<file path="config.mk">
export PLATFORM = sky130hd
export DESIGN_NAME = slot_run_scheduler
export DESIGN_NICKNAME = d
export VERILOG_FILES = /design/src/rtl/slot_sched_pkg.sv /design/src/rtl/slot_ctrl_fsm.sv /design/src/rtl/slot_run_scheduler.sv
export SDC_FILE = /design/constraint.sdc
export NUM_CORES = 1
export LEC_CHECK = 0
export CAP_MARGIN = 0
export CORE_MARGIN = 5
export CORE_UTILIZATION = 54
export DETAILED_ROUTE_END_ITERATION = 10
export PLACE_DENSITY = 0.85
export SLEW_MARGIN = 20
export SYNTH_ARGS = -nofsm -noshare
export SYNTH_HDL_FRONTEND = slang
export SYNTH_HIERARCHICAL = 1
export SYNTH_SLANG_ARGS = --single-unit
</file>
<file path="constraint.sdc">
create_clock -name ap_clk -period 4.3 [get_ports ap_clk]
set_input_delay 1.075 -clock ap_clk [delete_from_list [all_inputs] [get_ports ap_clk]]
set_output_delay 1.075 -clock ap_clk [all_outputs]
set_load 0.05 [all_outputs]
</file>
<file path="src/rtl/slot_sched_pkg.sv">
// Shared types and default sizing for the slot run scheduler.
package slot_sched_pkg;

    typedef enum logic [1:0] {
        TOP_IDLE   = 2'b00,
        TOP_RUN    = 2'b01,
        TOP_FINISH = 2'b10
    } top_state_t;

    // Encoding is visible on debug taps, so it is pinned explicitly.
    typedef enum logic [1:0] {
        SLOT_IDLE  = 2'b00,
        SLOT_START = 2'b01,
        SLOT_RUN   = 2'b11,
        SLOT_DONE  = 2'b10
    } slot_state_t;

    localparam int DEF_NUM_SLOTS      = 3;
    localparam int DEF_CNT_W          = 32;
    localparam int DEF_TIMEOUT_CYCLES = 1048576;

endpackage

</file>
<file path="src/rtl/slot_ctrl_fsm.sv">
// One slot's ap_ctrl handshake tracker: START until ready, RUN until done,
// then parks in DONE until the top relaunches or finishes.
module slot_ctrl_fsm
    import slot_sched_pkg::*;
(
    input  logic ap_clk,
    input  logic ap_rst,
    input  logic launch,
    input  logic relaunch,
    input  logic clear,
    input  logic abort,
    input  logic ready,
    input  logic done,
    output logic ap_start,
    output logic is_done
);

    slot_state_t state;

    always_ff @(posedge ap_clk or posedge ap_rst) begin
        if (ap_rst) begin
            state <= SLOT_IDLE;
        end else if (abort) begin
            state <= SLOT_IDLE;
        end else begin
            case (state)
                SLOT_IDLE:  if (launch) state <= SLOT_START;
                SLOT_START: begin
                    if (ready && done) state <= SLOT_DONE;
                    else if (ready)    state <= SLOT_RUN;
                end
                SLOT_RUN:   if (done) state <= SLOT_DONE;
                SLOT_DONE: begin
                    if (relaunch)   state <= SLOT_START;
                    else if (clear) state <= SLOT_IDLE;
                end
                default:    state <= SLOT_IDLE;
            endcase
        end
    end

    assign ap_start = (state == SLOT_START);
    assign is_done  = (state == SLOT_DONE);

endmodule

</file>
<file path="src/rtl/slot_run_scheduler.sv">
// Kernel-level run scheduler over NUM_SLOTS slot handshakes.
// Optional per-iteration watchdog: define SLOT_SCHED_WATCHDOG_EN.
module slot_run_scheduler
    import slot_sched_pkg::*;
#(
    parameter int NUM_SLOTS      = DEF_NUM_SLOTS,
    parameter int CNT_W          = DEF_CNT_W,
    parameter int TIMEOUT_CYCLES = DEF_TIMEOUT_CYCLES
) (
    input  logic                 ap_clk,
    input  logic                 ap_rst,
    input  logic                 ap_start,
    output logic                 ap_ready,
    output logic                 ap_done,
    output logic                 ap_idle,
    input  logic [CNT_W-1:0]     run_count,
    input  logic [NUM_SLOTS-1:0] slot_mask,
    output logic [NUM_SLOTS-1:0] slot_ap_start,
    input  logic [NUM_SLOTS-1:0] slot_ap_ready,
    input  logic [NUM_SLOTS-1:0] slot_ap_done,
    input  logic [NUM_SLOTS-1:0] slot_ap_idle,
    output logic [CNT_W-1:0]     runs_done,
    output logic                 timeout_err
);

    top_state_t           state;
    logic [CNT_W-1:0]     count_q;
    logic [NUM_SLOTS-1:0] mask_q;
    logic [NUM_SLOTS-1:0] slot_is_done;
    logic [CNT_W:0]       runs_next;
    logic                 go;
    logic                 all_done;
    logic                 last_iter;
    logic                 relaunch;
    logic                 timeout;
    logic                 unused_slot_idle;

    assign unused_slot_idle = ^slot_ap_idle;

    assign go        = (state == TOP_IDLE) && ap_start
                       && (run_count != '0) && (slot_mask != '0);
    // Disabled slots never leave IDLE, so they are treated as already done.
    assign all_done  = (state == TOP_RUN) && (&(slot_is_done | ~mask_q));
    assign runs_next = {1'b0, runs_done} + {{CNT_W{1'b0}}, 1'b1};
    assign last_iter = (runs_next >= {1'b0, count_q});
    assign relaunch  = all_done && !last_iter;
    assign ap_ready  = ap_done;

    always_ff @(posedge ap_clk or posedge ap_rst) begin
        if (ap_rst) begin
            state     <= TOP_IDLE;
            count_q   <= '0;
            mask_q    <= '0;
            runs_done <= '0;
            ap_done   <= 1'b0;
            ap_idle   <= 1'b1;
        end else begin
            ap_done <= 1'b0;
            case (state)
                TOP_IDLE: begin
                    if (ap_start) begin
                        count_q   <= run_count;
                        mask_q    <= slot_mask;
                        runs_done <= '0;
                        ap_idle   <= 1'b0;
                        if (go) begin
                            state <= TOP_RUN;
                        end else begin
                            state   <= TOP_FINISH;
                            ap_done <= 1'b1;
                        end
                    end
                end
                TOP_RUN: begin
                    if (all_done) begin
                        if (runs_done != '1) runs_done <= runs_next[CNT_W-1:0];
                        if (last_iter) begin
                            state   <= TOP_FINISH;
                            ap_done <= 1'b1;
                        end
                    end else if (timeout) begin
                        state   <= TOP_FINISH;
                        ap_done <= 1'b1;
                    end
                end
                TOP_FINISH: begin
                    state   <= TOP_IDLE;
                    ap_idle <= 1'b1;
                end
                default: begin
                    state   <= TOP_IDLE;
                    ap_idle <= 1'b1;
                end
            endcase
        end
    end

`ifdef SLOT_SCHED_WATCHDOG_EN
    logic [31:0] wd_cnt;

    assign timeout = (state == TOP_RUN) && !all_done
                     && (wd_cnt >= 32'(TIMEOUT_CYCLES - 1));

    always_ff @(posedge ap_clk or posedge ap_rst) begin
        if (ap_rst) begin
            wd_cnt      <= '0;
            timeout_err <= 1'b0;
        end else begin
            if (go || relaunch)      wd_cnt <= '0;
            else if (state == TOP_RUN) wd_cnt <= wd_cnt + 32'd1;
            if (timeout)                              timeout_err <= 1'b1;
            else if ((state == TOP_IDLE) && ap_start) timeout_err <= 1'b0;
        end
    end
`else
    logic unused_timeout_cfg;

    assign unused_timeout_cfg = (TIMEOUT_CYCLES == 0);
    assign timeout            = 1'b0;
    assign timeout_err        = 1'b0;
`endif

    for (genvar i = 0; i < NUM_SLOTS; i++) begin : g_slot
        slot_ctrl_fsm u_slot (
            .ap_clk   (ap_clk),
            .ap_rst   (ap_rst),
            .launch   (go && slot_mask[i]),
            .relaunch (relaunch && mask_q[i]),
            .clear    (state == TOP_FINISH),
            .abort    (timeout),
            .ready    (slot_ap_ready[i]),
            .done     (slot_ap_done[i]),
            .ap_start (slot_ap_start[i]),
            .is_done  (slot_is_done[i])
        );
    end

endmodule

</file>
; Word-level counts from Yosys, hierarchy flattened
; Cells that the tools add are included.
; W data, S select, Z words.
[totals]
ff_bits = 77
in_bits = 47
word_cells = 107
[classes]
n_addsub = 1
order_cmp = 1
n_eq_ne = 28
mux = 35
bitwise = 3
n_reduce_logical = 30
[ops]
columns = op, count
row1 = $mux W32, 3
row2 = $pmux W32 S2, 1
row3 = $mux W2, 20
row4 = $add A32 B1 Y33 const B, 1
row5 = $ge A33 B32 Y1, 1
row6 = $ne A32 B32 Y1 const B, 1
row7 = $reduce_bool A32 Y1, 1
row8 = $pmux W2 S4, 3
row9 = $reduce_and A4 Y1, 4
row10 = $eq A2 B2 Y1 const B, 7
row11 = $logic_and A1 B1 Y1, 14
row12 = $ne A2 B2 Y1 const B, 6
row13 = $ne A3 B3 Y1 const B, 3
row14 = $eq A2 B1 Y1 const B, 4
row15 = $logic_not A2 Y1, 4
row16 = $ne A2 B1 Y1 const B, 4
row17 = $ne A3 B2 Y1 const B, 2
row18 = $reduce_and A3 Y1, 2
row19 = $mux W1, 5
row20 = $pmux W1 S2, 2
row21 = $pmux W2 S2, 1
row22 = $reduce_and A2 Y1, 2
row23 = $ne A3 B1 Y1 const B, 1
row24 = $not A3 Y3, 1
row25 = other kinds (5), 5

; Logic depth before layout (Yosys ltp)
[depth]
word_depth = 8
depth_mapped = 17
mapped_depth_nobuf = 15

; Modules after synthesis
; The synthesis kept the hierarchy.
[modules_own_cells]
columns = module, instances, cells_per_inst, area_each_um2
row1 = slot_run_scheduler, 1, 514, 4480.5
row2 = slot_ctrl_fsm, 3, 14, 120.1

; Least setup slack after synthesis
; OpenSTA, ideal clock, no wires.
[synth_path]
path_type = flip-flop to flip-flop
start = reg runs_done[0]
end = reg g_slot[0].u_slot.state[1]
setup_time_ps = 126
t_arrival_ps = 3661
setup_slack_ps = 513
path_stages_with_launch = 18
n_path_buf = 2
period_less_slack_ps = 3787
path_cell_list = dfrtp_1 > ha_1 > and2_1 > clkbuf_1 > nand4_1 > or2_2 > clkbuf_1 > nor2_1 > xor2_1 > ha_1 > a21oi_1 > o21ai_0 > a221oi_1 > nand2_1 > nor4_1 > nor2_1 > o21ai_0 > a21oi_1
[synth_via]
elab_chain_len = 7
word_cells_on_any_way = 9
[synth_rtl]
columns = element, line_no
row1 = from (decl), slot_run_scheduler.sv:22  ; output logic [CNT_W-1:0] runs_done,
row2 = from (signal assigned), slot_run_scheduler.sv:76  ; if (runs_done != '1) runs_done <= runs_next[CNT_W-1:0];
row3 = $add A32 B1 Y33 *, slot_run_scheduler.sv:44  ; assign runs_next = {1'b0, runs_done} + {{CNT_W{1'b0}}, 1'b1};
row4 = $ge A33 B32 Y1 *, slot_run_scheduler.sv:45  ; assign last_iter = (runs_next >= {1'b0, count_q});
row5 = $logic_not A1 Y1 *, slot_run_scheduler.sv:46  ; assign relaunch = all_done && !last_iter;
row6 = $logic_and A1 B1 Y1 *, slot_run_scheduler.sv:46
row7 = $logic_and A1 B1 Y1 *, slot_run_scheduler.sv:128  ; .relaunch (relaunch && mask_q[i]),
row8 = $ne A3 B1 Y1 (no source line) or $mux W2 (tied branches), n/a
row9 = $reduce_and A4 Y1 (no source line) or $pmux W2 S4 (tied branches), n/a
row10 = to (signal assigned), slot_ctrl_fsm.sv:34  ; if (relaunch) state <= SLOT_START;
row11 = to (signal assigned), slot_ctrl_fsm.sv:35  ; else if (clear) state <= SLOT_IDLE;
row12 = to (signal assigned), slot_ctrl_fsm.sv:37  ; default: state <= SLOT_IDLE;
row13 = to (decl), slot_ctrl_fsm.sv:18  ; slot_state_t state;
; Every way passes the cells marked *; elsewhere a longest branch is shown, timed or not.
; A chain may end at the register's enable or synchronous reset.

; Final worst setup path
[layout_path]
start = reg runs_done[3]
end = reg ap_done
[layout_via]
elab_chain_len = 5
[layout_rtl]
columns = element, line_no
row1 = $add A32 B1 Y33, slot_run_scheduler.sv:44
row2 = $ge A33 B32 Y1, slot_run_scheduler.sv:45
row3 = $mux W1, slot_run_scheduler.sv:77  ; if (last_iter) begin
row4 = $mux W1, slot_run_scheduler.sv:75  ; if (all_done) begin
row5 = $pmux W1 S2, slot_run_scheduler.sv:59  ; case (state)
row6 = to (signal assigned), slot_run_scheduler.sv:58  ; ap_done <= 1'b0;
row7 = to (signal assigned), slot_run_scheduler.sv:79  ; ap_done <= 1'b1;
row8 = to (signal assigned), slot_run_scheduler.sv:83  ; ap_done <= 1'b1;
row9 = to (decl), slot_run_scheduler.sv:14  ; output logic ap_done,
; No other way between the ends.

==> results.cfg <==
[timing]
min_period_ns = 3.96
fmax_ghz = 0.253
layout_worst_path_cycle_share = 0.920
slew_viol_final = 0
finalSetupTns_ns = 0
rsz0062_at_grt = false
hold_viol = 0
slew_headroom = 0.395
setup_viol = 0
fin_skew_ns = 0.00978
worstMarginPinSlew_ns = 0.908

[power_and_ir_drop]
switching_power_mw = 1.53
ir_drop_v = 0.000392
power.share.clock = 0.181
switching_share = 0.445
power_frac_seq = 0.342
power_frac_comb = 0.476
leakage_nw = 2.71
power_density_mw_per_mm2 = 575
p_int_mw = 1.90

[cts]
cts_setup_buffers = 0
cts_tree = done
clk_path_buf_depth = 2
ctsResizeCount = 0
cts_max_level = 3
cts_made_buffers = 9
clock_sinks = 77
cts.hold.buffers_added = 0
clk_pin_slew_ns = 0.08
cts-root-buf = clkbuf_8
clock_latency_ns = 0.36

[critical_path]
crit_path_cell_trace = and3_1 -> nand4_1 -> nor3_4 -> nand2_1 -> xnor2_1 -> ha_1 -> nand4_1 -> nor4_1 -> buf_4 -> and3_1 -> a221o_1 -> nor2b_1 -> or3_1
slowest_delay_ns = 0.48
cp_max_fo = 8
cp_slowest_cell = dfrtp_1
arrival_ns = 4.19
end_kind = flip-flop
critPathRequiredTime_ns = 4.54
crit_type = reg2reg
cp-start-kind = flip-flop

[grt]
grt_usage = 0.232
antenna_found_initial = 0
grt_overflow = 0
grt_pass1_wl_mm = 20.9
grt_pass1_vias = 4328
grt_max_degree = 45

[layout]
final_common_cell = clkdlybuf4s50_1
area_growth_pct = 23.2
final_cell_count_no_fill = 746
fin_area_mm2 = 0.00597
antenna_cells = 0
final_cell_mix = clkdlybuf4s50_1 (81), dfrtp_1 (76), nand2_1 (70)
drive_gt1_frac = 0.0784
nNetsFinal = 713

[drt]
wl_mm = 12.6
vias = 4392
drcViolationCount = 0
final_antenna_net_count = 0
viasPerCell = 5.89
wire_per_inst_um = 16.9
drt_iter0_markers = 238
drt_first_pass_iters = 4

[floorplanning]
die_h_um = 105
die_x_um = 105
initial_core_util = 0.555
rows = 34
die_area_mm2 = 0.0110
io_pins = 86
core-area_mm2 = 0.00872

[yosys]
synthArstFlopShare = 1.00
yosys.area.top_type = dfrtp_1
netlist_instances = 556
seq_area_frac_synth = 0.398
ys_ff_latch = 77
avgSynthCellArea_um2 = 8.71
synth_edf_count = 0
synth_area_mm2 = 0.00484
yosysUniqueCellTypes = 57
synth.area.top_cells = dfrtp_1 (39%), ha_1 (8.5%), nand2_1 (5.4%)
synth_ff_type = dfrtp_1
yosysWarnings = 6
yosysTopAreaCellShare = 0.393

[min_path]
hold_class = reg2reg

[outcome]
status = completed

[placed_design]
place_congestion = 0.876
io_buffers = 81
dp.cells = 730
dpl.hpwl_mm = 9.44
dpl_cell_area_mm2 = 0.00572

[flow_run]
max_cap_viol_count = 0
## logic make-up after synthesis
logic type | synth area share
buffers and inverters | 0.0693
multiplexers | 0.0109
AND/OR/NAND/NOR | 0.205
AO/OA/AOI/OAI | 0.180
adder cells (fa/ha/maj) | 0.0853
flip-flops | 0.398
other | 0.000775
XOR/XNOR | 0.0507
## Yosys cell counts (3+ instances only)
master    instances
a211oi_2          3
a21o_1            5
a21oi_1          28
a21oi_2           3
a22o_1            9
a31o_1            3
a31oi_1          16
and2b_1           3
and3_1           14
buf_2             7
buf_4             5
clkbuf_1         15
dfrtp_1          76
ha_1             33
inv_1            48
mux2i_1           3
nand2_1          70
nand2b_1          4
nand3_1          20
nand4_1          12
nor2_1           23
nor2b_1           5
nor3_1           10
nor4_1           12
o21ai_0          52
o21ai_1          10
or3_1             4
xnor2_1          18
xor2_1           10
## per-layer routing
layer | track usage | part of all wire | up-vias | routed length (µm)
met5 | 0 | 0 | - | 0
met3 | 0.0456 | 0.059 | 21 | 739
met2 | 0.392 | 0.50 | 171 | 6310
met4 | 0.0694 | 0.018 | 0 | 233
li1 | - | - | 2102 | -
met1 | 0.302 | 0.42 | 2098 | 5330
## through the flow
stage / worst slack [ns] / util / hold WS (ns) / power (mW)
finish: 0.344 / 0.684 / 0.508 / 3.43
detailed placement: 0.327 / 0.655 / 0.500 / 2.78
global placement: 0.450 / 0.655 / 0.475 / 2.69
floorplan: 0.513 / - / 0.484 / 2.33
global route: 0.0645 / 0.684 / 0.549 / 3.67
CTS: 0.260 / 0.681 / 0.512 / 3.42
## power groups by stage
stage	Combinational, mW	Sequential (mW)	Clock, mW
after detailed placement	1.60	1.18	0
after CTS	1.62	1.17	0.629
after global routing	1.80	1.21	0.668
final	1.63	1.17	0.622
after global placement	1.53	1.17	0
after floorplan	0.941	1.39	0
## critical path, delay by kind of cell (launching register included)
| kind | cells | cell delay (ns) |
|---|---|---|
| xor gates and xnor gates | 1 | 0.22 |
| adders and majority gates | 1 | 0.28 |
| DFF | 1 | 0.48 |
| AOI/OAI and AO/OA | 1 | 0.41 |
| and+or+nand+nor | 9 | 2.29 |
| buffers and inverters | 1 | 0.15 |
## final cells by class
type	count	area, µm²
fillers	663	2760
multi-input cells	408	2630
flip-flops and latches	77	1930
repair buffers	89	871
inverters	48	180
clock buffers	10	138
well taps	108	135
clock inverters	6	86.3
## state kept, by name, summed over array words and instances (netlist names)
name,flops
g_slot.u_slot/state,6
ap_done,1
mask_q,3
state,2
ap_idle,1
count_q,32
runs_done,32
## final timing paths
check                                   from                        end  slack, ns  depth (start not counted)
worst max-delay path            runs_done[3]                    ap_done       0.34                         13
worst min-delay path                 ap_idle                    ap_idle       0.51                          2
worst max register to register  runs_done[3]                    ap_done       0.34                         13
worst min register to register       ap_idle                    ap_idle       0.51                          2
max in group asynchronous             ap_rst              runs_done[22]       2.40                          3
min in group asynchronous             ap_rst  g_slot[1].u_slot/state[1]       1.02                          2
Note: power is estimated with default switching activity, not from simulation.
